==> config.mk <==
export PLATFORM = sky130hd
export DESIGN_NAME = reg_ctrl_seq_flat
export DESIGN_NICKNAME = d
export VERILOG_FILES = /design/src/rtl/reg_ctrl_seq_pkg.sv /design/src/rtl/reg_ctrl_seq_if.sv /design/src/rtl/reg_ctrl_seq_instr_decoder.sv /design/src/rtl/reg_ctrl_seq.sv /design/src/flat_wrapper.sv
export SDC_FILE = /design/constraint.sdc
export NUM_CORES = 1
export LEC_CHECK = 0
export CAP_MARGIN = 0
export CELL_PAD_IN_SITES_DETAIL_PLACEMENT = 0
export CELL_PAD_IN_SITES_GLOBAL_PLACEMENT = 2
export CORE_MARGIN = 2
export CORE_UTILIZATION = 27
export CTS_CLUSTER_DIAMETER = 120
export DETAILED_ROUTE_END_ITERATION = 16
export GPL_ROUTABILITY_DRIVEN = 0
export PLACE_DENSITY = 0.9
export SKIP_CTS_REPAIR_TIMING = 1
export SYNTH_ARGS = -nofsm -noshare
export SYNTH_HDL_FRONTEND = slang
export SYNTH_SLANG_ARGS = --single-unit
==> constraint.sdc <==
create_clock -name clk -period 3.1 [get_ports clk]
set_clock_uncertainty 0.1 [all_clocks]
set_input_delay 0.31 -clock clk [delete_from_list [all_inputs] [get_ports clk]]
set_output_delay 0.31 -clock clk [all_outputs]
set_load 0.02 [all_outputs]
==> src/rtl/reg_ctrl_seq_pkg.sv <==
// Shared definitions for the register-file control sequencer: widths, opcodes,
// ALU operation codes, FSM state encoding and the decoded-instruction record.
package reg_ctrl_seq_pkg;

    localparam int unsigned DW   = 8;
    localparam int unsigned IW   = 16;
    localparam int unsigned NREG = 16;
    localparam int unsigned SW   = $clog2(NREG);

    localparam logic [3:0] OP_NOP  = 4'h0;
    localparam logic [3:0] OP_LDI  = 4'h1;
    localparam logic [3:0] OP_MOV  = 4'h2;
    localparam logic [3:0] OP_ADD  = 4'h3;
    localparam logic [3:0] OP_SUB  = 4'h4;
    localparam logic [3:0] OP_AND  = 4'h5;
    localparam logic [3:0] OP_OR   = 4'h6;
    localparam logic [3:0] OP_XOR  = 4'h7;
    localparam logic [3:0] OP_INC  = 4'h8;
    localparam logic [3:0] OP_DEC  = 4'h9;
    localparam logic [3:0] OP_HALT = 4'hF;

    localparam logic [2:0] ALU_ADD = 3'd0;
    localparam logic [2:0] ALU_SUB = 3'd1;
    localparam logic [2:0] ALU_AND = 3'd2;
    localparam logic [2:0] ALU_OR  = 3'd3;
    localparam logic [2:0] ALU_XOR = 3'd4;

    typedef enum logic [2:0] {
        StFetch,
        StDecode,
        StExec,
        StWrite,
        StHalt
    } state_e;

    typedef enum logic [2:0] {
        ClsNop,
        ClsLdi,
        ClsMov,
        ClsAlu,
        ClsInc,
        ClsDec,
        ClsHalt,
        ClsIllegal
    } instr_class_e;

    typedef struct packed {
        logic [SW-1:0] rd;
        logic [SW-1:0] rs;
        logic [DW-1:0] imm;
        logic [2:0]    alu_op;
        instr_class_e  cls;
        logic          legal;
    } dec_t;

endpackage

==> src/rtl/reg_ctrl_seq_if.sv <==
// Bus bundle between the sequencer and its environment: instruction fetch
// handshake, register-file controls/read-back and the external ALU.
//   master : the sequencer side (accepts instructions, drives register file/ALU op)
//   slave  : the environment side (instruction source, register file, ALU)
interface reg_ctrl_seq_if;
    import reg_ctrl_seq_pkg::*;

    logic          instr_valid;
    logic [IW-1:0] instr_data;
    logic          instr_ready;
    logic [SW-1:0] rf_in_select;
    logic [SW-1:0] rf_outb_select;
    logic [DW-1:0] rf_in;
    logic          rf_write_en;
    logic          rf_inc;
    logic          rf_dec;
    logic [DW-1:0] rf_outa;
    logic [DW-1:0] rf_outb;
    logic [2:0]    alu_op;
    logic [DW-1:0] alu_result;

    modport master (
        input  instr_valid, instr_data, rf_outa, rf_outb, alu_result,
        output instr_ready, rf_in_select, rf_outb_select, rf_in,
               rf_write_en, rf_inc, rf_dec, alu_op
    );

    modport slave (
        output instr_valid, instr_data, rf_outa, rf_outb, alu_result,
        input  instr_ready, rf_in_select, rf_outb_select, rf_in,
               rf_write_en, rf_inc, rf_dec, alu_op
    );

endinterface

==> src/rtl/reg_ctrl_seq_instr_decoder.sv <==
// Combinational instruction decoder.
//   instr_i : 16-bit instruction {opcode, rd, rs, imm8} (rs and imm8 overlap)
//   dec_o   : register fields, immediate, ALU op, instruction class, legal flag
module reg_ctrl_seq_instr_decoder
    import reg_ctrl_seq_pkg::*;
(
    input  logic [IW-1:0] instr_i,
    output dec_t          dec_o
);

    logic [3:0] opcode;
    assign opcode = instr_i[15:12];

    always_comb begin
        dec_o.rd     = instr_i[11:8];
        dec_o.rs     = instr_i[7:4];
        dec_o.imm    = instr_i[7:0];
        dec_o.alu_op = ALU_ADD;
        dec_o.cls    = ClsIllegal;
        dec_o.legal  = 1'b1;
        unique case (opcode)
            OP_NOP:  dec_o.cls = ClsNop;
            OP_LDI:  dec_o.cls = ClsLdi;
            OP_MOV:  dec_o.cls = ClsMov;
            OP_ADD, OP_SUB, OP_AND, OP_OR, OP_XOR: begin
                dec_o.cls    = ClsAlu;
                // ALU codes follow the opcode order starting at ADD.
                dec_o.alu_op = 3'(opcode - OP_ADD);
            end
            OP_INC:  dec_o.cls = ClsInc;
            OP_DEC:  dec_o.cls = ClsDec;
            OP_HALT: dec_o.cls = ClsHalt;
            default: dec_o.legal = 1'b0;
        endcase
    end

endmodule

==> src/rtl/reg_ctrl_seq.sv <==
// Control sequencer in front of the 16x8 register file. Fetches one instruction
// at a time, decodes it, and drives register-file selects/strobes and the ALU op.
//   clk, rst_n : clock, asynchronous active-low reset
//   bus        : fetch handshake, register-file and ALU signals (master side)
//   busy       : high while an instruction is in flight (not FETCH, not HALT)
//   halted     : high once a HALT has executed; cleared only by reset
//   illegal    : one-cycle pulse on undefined opcode or out-of-range pair index
module reg_ctrl_seq
    import reg_ctrl_seq_pkg::*;
(
    input  logic           clk,
    input  logic           rst_n,
    reg_ctrl_seq_if.master bus,
    output logic           busy,
    output logic           halted,
    output logic           illegal
);

    state_e        state_q, state_d;
    logic [IW-1:0] instr_q, instr_d;
    logic [DW-1:0] wb_q, wb_d;
    dec_t          dcd;

    reg_ctrl_seq_instr_decoder u_decoder (
        .instr_i (instr_q),
        .dec_o   (dcd)
    );

    always_ff @(posedge clk or negedge rst_n) begin
        if (!rst_n) begin
            state_q <= StFetch;
            instr_q <= '0;
            wb_q    <= '0;
        end else begin
            state_q <= state_d;
            instr_q <= instr_d;
            wb_q    <= wb_d;
        end
    end

    always_comb begin
        state_d = state_q;
        instr_d = instr_q;
        wb_d    = wb_q;

        // Selects and ALU op come straight from the latched instruction, so they
        // stay stable from DECODE until the next accept. The reset-time latched
        // value of zero decodes to NOP with all fields zero.
        bus.rf_in_select   = dcd.rd;
        bus.rf_outb_select = (dcd.cls == ClsInc || dcd.cls == ClsDec) ?
                             {1'b0, dcd.rd[SW-2:0]} : dcd.rs;
        bus.alu_op         = dcd.alu_op;
        bus.rf_in          = wb_q;

        bus.instr_ready = 1'b0;
        bus.rf_write_en = 1'b0;
        bus.rf_inc      = 1'b0;
        bus.rf_dec      = 1'b0;
        busy            = 1'b1;
        halted          = 1'b0;
        illegal         = 1'b0;

        unique case (state_q)
            StFetch: begin
                bus.instr_ready = 1'b1;
                busy            = 1'b0;
                if (bus.instr_valid) begin
                    instr_d = bus.instr_data;
                    state_d = StDecode;
                end
            end
            StDecode: begin
                unique case (dcd.cls)
                    ClsNop: state_d = StFetch;
                    ClsLdi: begin
                        wb_d    = dcd.imm;
                        state_d = StWrite;
                    end
                    ClsMov: begin
                        wb_d    = bus.rf_outb;
                        state_d = StWrite;
                    end
                    ClsAlu, ClsInc, ClsDec: state_d = StExec;
                    ClsHalt: state_d = StHalt;
                    default: begin
                        illegal = 1'b0 | !dcd.legal | (dcd.cls == ClsIllegal);
                        state_d = StFetch;
                    end
                endcase
            end
            StExec: begin
                if (dcd.cls == ClsAlu) begin
                    wb_d    = bus.alu_result;
                    state_d = StWrite;
                end else begin
                    // Only pairs 0..7 exist; rd[3] set means no such pair.
                    if (dcd.rd[SW-1]) begin
                        illegal = 1'b1;
                    end else if (dcd.cls == ClsInc) begin
                        bus.rf_inc = 1'b1;
                    end else begin
                        bus.rf_dec = 1'b1;
                    end
                    state_d = StFetch;
                end
            end
            StWrite: begin
                bus.rf_write_en = 1'b1;
                state_d         = StFetch;
            end
            StHalt: begin
                busy   = 1'b0;
                halted = 1'b1;
            end
            default: state_d = StFetch;
        endcase
    end

endmodule
==> src/flat_wrapper.sv <==
// flat-port wrapper written by rule: the top's interface ports become plain ports
module reg_ctrl_seq_flat import reg_ctrl_seq_pkg::*;
  (clk, rst_n, busy, halted, illegal, bus_instr_valid, bus_instr_data, bus_rf_outa, bus_rf_outb, bus_alu_result, bus_instr_ready, bus_rf_in_select, bus_rf_outb_select, bus_rf_in, bus_rf_write_en, bus_rf_inc, bus_rf_dec, bus_alu_op);
  reg_ctrl_seq_if bus_i ();
  input  logic clk;
  input  logic rst_n;
  output logic busy;
  output logic halted;
  output logic illegal;
  input wire logic [$bits(bus_i.instr_valid)-1:0] bus_instr_valid;
  input wire logic [$bits(bus_i.instr_data)-1:0] bus_instr_data;
  input wire logic [$bits(bus_i.rf_outa)-1:0] bus_rf_outa;
  input wire logic [$bits(bus_i.rf_outb)-1:0] bus_rf_outb;
  input wire logic [$bits(bus_i.alu_result)-1:0] bus_alu_result;
  output wire logic [$bits(bus_i.instr_ready)-1:0] bus_instr_ready;
  output wire logic [$bits(bus_i.rf_in_select)-1:0] bus_rf_in_select;
  output wire logic [$bits(bus_i.rf_outb_select)-1:0] bus_rf_outb_select;
  output wire logic [$bits(bus_i.rf_in)-1:0] bus_rf_in;
  output wire logic [$bits(bus_i.rf_write_en)-1:0] bus_rf_write_en;
  output wire logic [$bits(bus_i.rf_inc)-1:0] bus_rf_inc;
  output wire logic [$bits(bus_i.rf_dec)-1:0] bus_rf_dec;
  output wire logic [$bits(bus_i.alu_op)-1:0] bus_alu_op;
  assign bus_i.instr_valid = bus_instr_valid;
  assign bus_i.instr_data = bus_instr_data;
  assign bus_i.rf_outa = bus_rf_outa;
  assign bus_i.rf_outb = bus_rf_outb;
  assign bus_i.alu_result = bus_alu_result;
  assign bus_instr_ready = bus_i.instr_ready;
  assign bus_rf_in_select = bus_i.rf_in_select;
  assign bus_rf_outb_select = bus_i.rf_outb_select;
  assign bus_rf_in = bus_i.rf_in;
  assign bus_rf_write_en = bus_i.rf_write_en;
  assign bus_rf_inc = bus_i.rf_inc;
  assign bus_rf_dec = bus_i.rf_dec;
  assign bus_alu_op = bus_i.alu_op;
  reg_ctrl_seq u_core (.clk(clk), .rst_n(rst_n), .bus(bus_i), .busy(busy), .halted(halted), .illegal(illegal));
endmodule
* Word-level counts from Yosys, hierarchy flattened *
Index checks and enable logic that the tools add are counted.

storage, ports and cells
  bits in latches = 0
  input port bits = 43
  bits in writable memories = 0
  register bits = 27
  bits in read-only memories = 0
  memories = 0

cells by class
  multiply operators = 0
  shift operators = 0
  reductions and logical operators = 15
  add/subtract/negate cells = 1
  equality and inequality tests = 24
  order comparisons = 0
  muxes and demuxes = 27
  divide/modulo/power cells = 0
  bitwise gates (word level) = 2

operators with widths
  kind                  number
  $pmux W8 S2           2
  $pmux W3 S7           1
  $eq A4 B3 Y1 const B  4
  $mux W1               16
  $eq A3 B3 Y1 const B  5
  $eq A3 B2 Y1 const B  4
  $eq A4 B4 Y1 const B  3
  $pmux W3 S4           1
  $reduce_or A11 Y1     1
  $pmux W3 S3           1
  $eq A4 B2 Y1 const B  2
  $mux W8               1
  $reduce_or A7 Y1      1
  $eq A3 B1 Y1 const B  2
  $logic_not A3 Y1      2
  $mux W3               2
  $reduce_or A5 Y1      1
  $eq A4 B1 Y1 const B  1
  $logic_not A4 Y1      1
  $mux W4               1
  $reduce_and A2 Y1     2
  $reduce_or A2 Y1      2
  $ne A3 B1 Y1 const B  1
  $reduce_and A3 Y1     1
  other kinds (11)      11

* Logic depth before layout (Yosys ltp) *
  depth in word-level cells = 8
  gate-level depth with buffers = 8
  gate-level depth less buffers = 6

* Cells and area by module *
A second synthesis with hierarchy kept.

unflattened totals
  cell total of the unflattened synthesis = 163
  area, all modules = 1724.2 µm²

modules (own cells, without submodules)
  module                      sequential area each (µm²)  area an instance (µm²)  cells an instance  instances
  reg_ctrl_seq                675.6                       1423.9                  121                1
  reg_ctrl_seq_instr_decoder  0.0                         300.3                   42                 1

* Worst setup path after synthesis *
No wires, ideal clock.

  path kind = register to output
  start point = register u_core.instr_q[12]
  end point = output bus_rf_inc
  buffers on the path = 1
  path slack = 0.557 ns
  arrival = 2.133 ns
  stages on the path, launching flop included = 7
  required time = 2.690 ns
  path through = dfrtp_1 ha_1 buf_6 nor3_4 o21ai_0 o21a_1 nor4b_1

on the way
  word-level cells in the longest chain between the ends = 8
  elaborated cells between the ends (all ways) = 19

RTL lines
  item                                                 RTL line                          text
  start: declaration                                   reg_ctrl_seq.sv:20                logic [IW-1:0] instr_q, instr_d;
  start signal: assignment                             reg_ctrl_seq.sv:36                instr_q <= instr_d;
  $eq A4 B2 Y1 / $eq A4 B3 Y1 (equally long branches)  reg_ctrl_seq_instr_decoder.sv:21  unique case (opcode)
  $reduce_or A5 Y1                                     -
  $pmux W3 S7 *                                        reg_ctrl_seq_instr_decoder.sv:21
  $eq A3 B3 Y1                                         reg_ctrl_seq.sv:99                end else if (dcd.cls == ClsInc) begin
  $mux W1                                              reg_ctrl_seq.sv:99
  $mux W1                                              reg_ctrl_seq.sv:97                if (dcd.rd[SW-1]) begin
  $mux W1 *                                            reg_ctrl_seq.sv:92                if (dcd.cls == ClsAlu) begin
  $mux W1 *                                            reg_ctrl_seq.sv:63                unique case (state_q)
  end: declaration                                     flat_wrapper.sv:20                output wire logic [$bits(bus_i.rf_inc)-1:0] bus_rf_inc;

Every way passes the cells marked *; elsewhere a longest branch is shown, timed or not.

* Final worst setup path *
  start point = register u_core.instr_q[13]
  end point = output bus_rf_outb_select[2]

on the way
  word-level cells in the longest chain between the ends = 6
  elaborated cells between the ends (all ways) = 17

RTL lines
  item                                                 RTL line                          text
  $eq A4 B2 Y1 / $eq A4 B3 Y1 (equally long branches)  reg_ctrl_seq_instr_decoder.sv:21
  $reduce_or A5 Y1                                     -
  $pmux W3 S7 *                                        reg_ctrl_seq_instr_decoder.sv:21
  $eq A3 B3 Y1                                         reg_ctrl_seq.sv:50                bus.rf_outb_select = (dcd.cls == ClsInc || dcd.cls == ClsDec) ?
  $logic_or A1 B1 Y1 *                                 reg_ctrl_seq.sv:50
  $mux W4 *                                            reg_ctrl_seq.sv:50
  end: declaration                                     flat_wrapper.sv:17                output wire logic [$bits(bus_i.rf_outb_select)-1:0] bus_rf_outb_select;

Marks and branches as above.

==> flow_summary.json <==
{
  "stdcell_area_sq_um": 2355,
  "synthesis.area_sq_um": 1679,
  "dr.pass1.iters": 4,
  "dp_slack_ps": 291.1,
  "hold_violations": 0,
  "fin_ws_ps": 167.8,
  "port_buffers": 60,
  "syn_avg_cell_area_sq_um": 10.69,
  "synth_cell_types": 42,
  "holdWs_ps": 312.7,
  "vias": 1353,
  "finalMaxSlewViolations": 0,
  "synth_area_leaders": "dfrtp_1, mux2_2, mux2_4",
  "critPathLaunchType": "flip-flop",
  "cts-root-buf": "clkbuf_8",
  "clock_latency_ps": 270,
  "core_region_area_sq_um": 5956,
  "wl_microns": 4131,
  "synth_ff_type": "dfrtp_1",
  "syn_inst": 157,
  "clock_sinks": 27,
  "area_delta_synth_final_pct": 40.24,
  "grt_pass1_wl_microns": 6817,
  "grt_max_degree": 28,
  "synth_common_cells": "dfrtp_1, mux2_2, nand2_1",
  "cts_tree": "built",
  "finalSetupViolations": 0,
  "nNetsFinal": 258,
  "chipHeight_microns": 82.86,
  "vdd_drop_max_uv": 346.3,
  "vias_per_cell": 4.747,
  "drt_drc_violations_left": 0,
  "first_global_vias": 1319,
  "crit_start": "u_core.instr_q[13]",
  "utilization_pct": 39.54,
  "wl_per_cell_microns": 14.49,
  "end_kind": "output pin",
  "power.density_nw_per_um2": 1033,
  "hpwl_microns": 3126,
  "initial_core_util_pct": 28.19,
  "clkTransAtPathRegs_ps": 100,
  "cts_buffers": 3,
  "place_area_sq_um": 2298,
  "relSlewSlack_pct": 60.70,
  "rows": 28,
  "ff2ff_path_depth": 7,
  "cap_violations": 0,
  "drt_iter0_drc": 69,
  "syn_nets": 204,
  "overflow": 0,
  "outcome": "complete, no violations",
  "io_pins": 69,
  "seq_area_frac_synth_pct": 40.24,
  "max_freq_mhz": 341.0,
  "yosysMostFrequentCell": "dfrtp_1",
  "drive_gt1_share_pct": 20.48,
  "die_x_microns": 82.86,
  "rsz0062_at_grt": "false",
  "antenna_found_initial": 0,
  "die-area_sq_um": 6866,
  "ff2ff_setup_slack_ps": 610,
  "synth_edf_count": 0,
  "critical_path_class": "reg -> out",
  "min_period_over_period_pct": 94.59,
  "num_antenna_cells": 0,
  "ys_seq_elements": 27,
  "yosysTopAreaCell": "dfrtp_1",
  "ant_nets": 0,
  "clockBufferDepth": 2,
  "worstHoldPathType": "in -> async",
  "finalCriticalPeriod_ps": 2932,
  "tightest_slew_ps": 589.6,
  "final_cells": 285,
  "power.leakage_uw": 0.0009702,
  "yosys_warnings": 0,
  "crit_end": "bus_rf_outb_select[2]",
  "cp_max_fo": 7,
  "worstPathRequired_ps": 2690,
  "dp.cells": 281,
  "reg2reg_from": "u_core.instr_q[13]",
  "track_usage_pct": 12.08,
  "cp.arrival_ps": 2520,
  "htree_levels": 1,
  "synth_top_area_share_pct": 40.24,
  "r2r-end": "u_core.bus.rf_in[0]",
  "async_reset_ff_share_pct": 100.0
}
-- state kept, by name, indices dropped and copies added, names as in the netlist --
signal / cells
u_core.bus.rf_in: 8
u_core.state_q: 3
u_core.instr_q: 16
-- worst max-delay path, cell delays in order (launching register included) --
cell and delay [ps]:
dfrtp_1 410, inv_1 100, ha_1 340, nor2_1 120, nor3_2 210, buf_4 200
mux2_2 330, clkdlybuf4s50_1 540
-- layer usage --
metal	GRT usage, %	share of wire, %	up-vias
met1	16.69	48	645
met5	0	0	-
li1	-	-	670
met3	3.479	4.8	0
met2	19.43	47	38
met4	1.341	0	0
-- how the worst min path moves through the flow --
stage	from	to	slack (ps)
after floorplan	rst_n	u_core.bus.rf_in[0]	-90
after global placement	u_core.state_q[2]	u_core.state_q[1]	390
after detailed placement	u_core.state_q[2]	u_core.state_q[1]	400
after CTS	rst_n	u_core.bus.rf_in[2]	310
after global routing	rst_n	u_core.bus.rf_in[2]	330
final	rst_n	u_core.bus.rf_in[2]	310
-- area by class of cell --
type / count / area, sq um
Clock inverter: 1 / 7.507
Timing Repair Buffer: 67 / 660.6
Clock buffer: 3 / 41.29
Fill cell: 606 / 3601
Inverter: 4 / 15.01
Multi-Input combinational cell: 108 / 860.8
Tap cell: 75 / 93.84
Sequential cell: 27 / 675.6
-- metrics by stage --
| step | total power [uW] | setup TNS [ps] |
|---|---|---|
| floorplan | 1769 | 0 |
| global placement | 2241 | 0 |
| detailed placement | 2255 | 0 |
| CTS | 2472 | -32.72 |
| global route | 2610 | 0 |
| finish | 2432 | 0 |
-- kinds of logic after synthesis --
group	share of synthesized area, %
and+or+nand+nor	18.33
AOI/OAI and AO/OA	11.55
DFF	40.24
adders and majority gates	2.981
xor gates and xnor gates	0.5217
muxes	17.88
buffers and inverters	8.494
-- power breakdown --
part	total, uW	internal, uW	switching (uW)
logic	1540	785	751
registers	690	526	164
clock network	205	91.2	114
total	2430	1400	1030
-- cell usage in the layout (no fill, tap or decap), types with 2 or more instances in the layout --
master | synthesis | layout
clkdlybuf4s50_1 | 0 | 57
dfrtp_1 | 27 | 27
mux2_2 | 16 | 16
nand2_1 | 12 | 12
o211ai_1 | 8 | 8
nand4_1 | 8 | 8
nand3_1 | 8 | 8
mux2_4 | 8 | 8
buf_4 | 8 | 7
o21ai_0 | 6 | 6
inv_1 | 4 | 4
nor2_1 | 4 | 4
ha_1 | 4 | 4
nor2b_1 | 3 | 3
clkbuf_8 | 0 | 3
dlymetal6s2s_1 | 0 | 3
or3_1 | 2 | 2
o22ai_1 | 2 | 2
nor3_1 | 2 | 2
a21oi_1 | 2 | 2
or2_2 | 2 | 2
No activity file was read; power rests on OpenSTA's default activity.
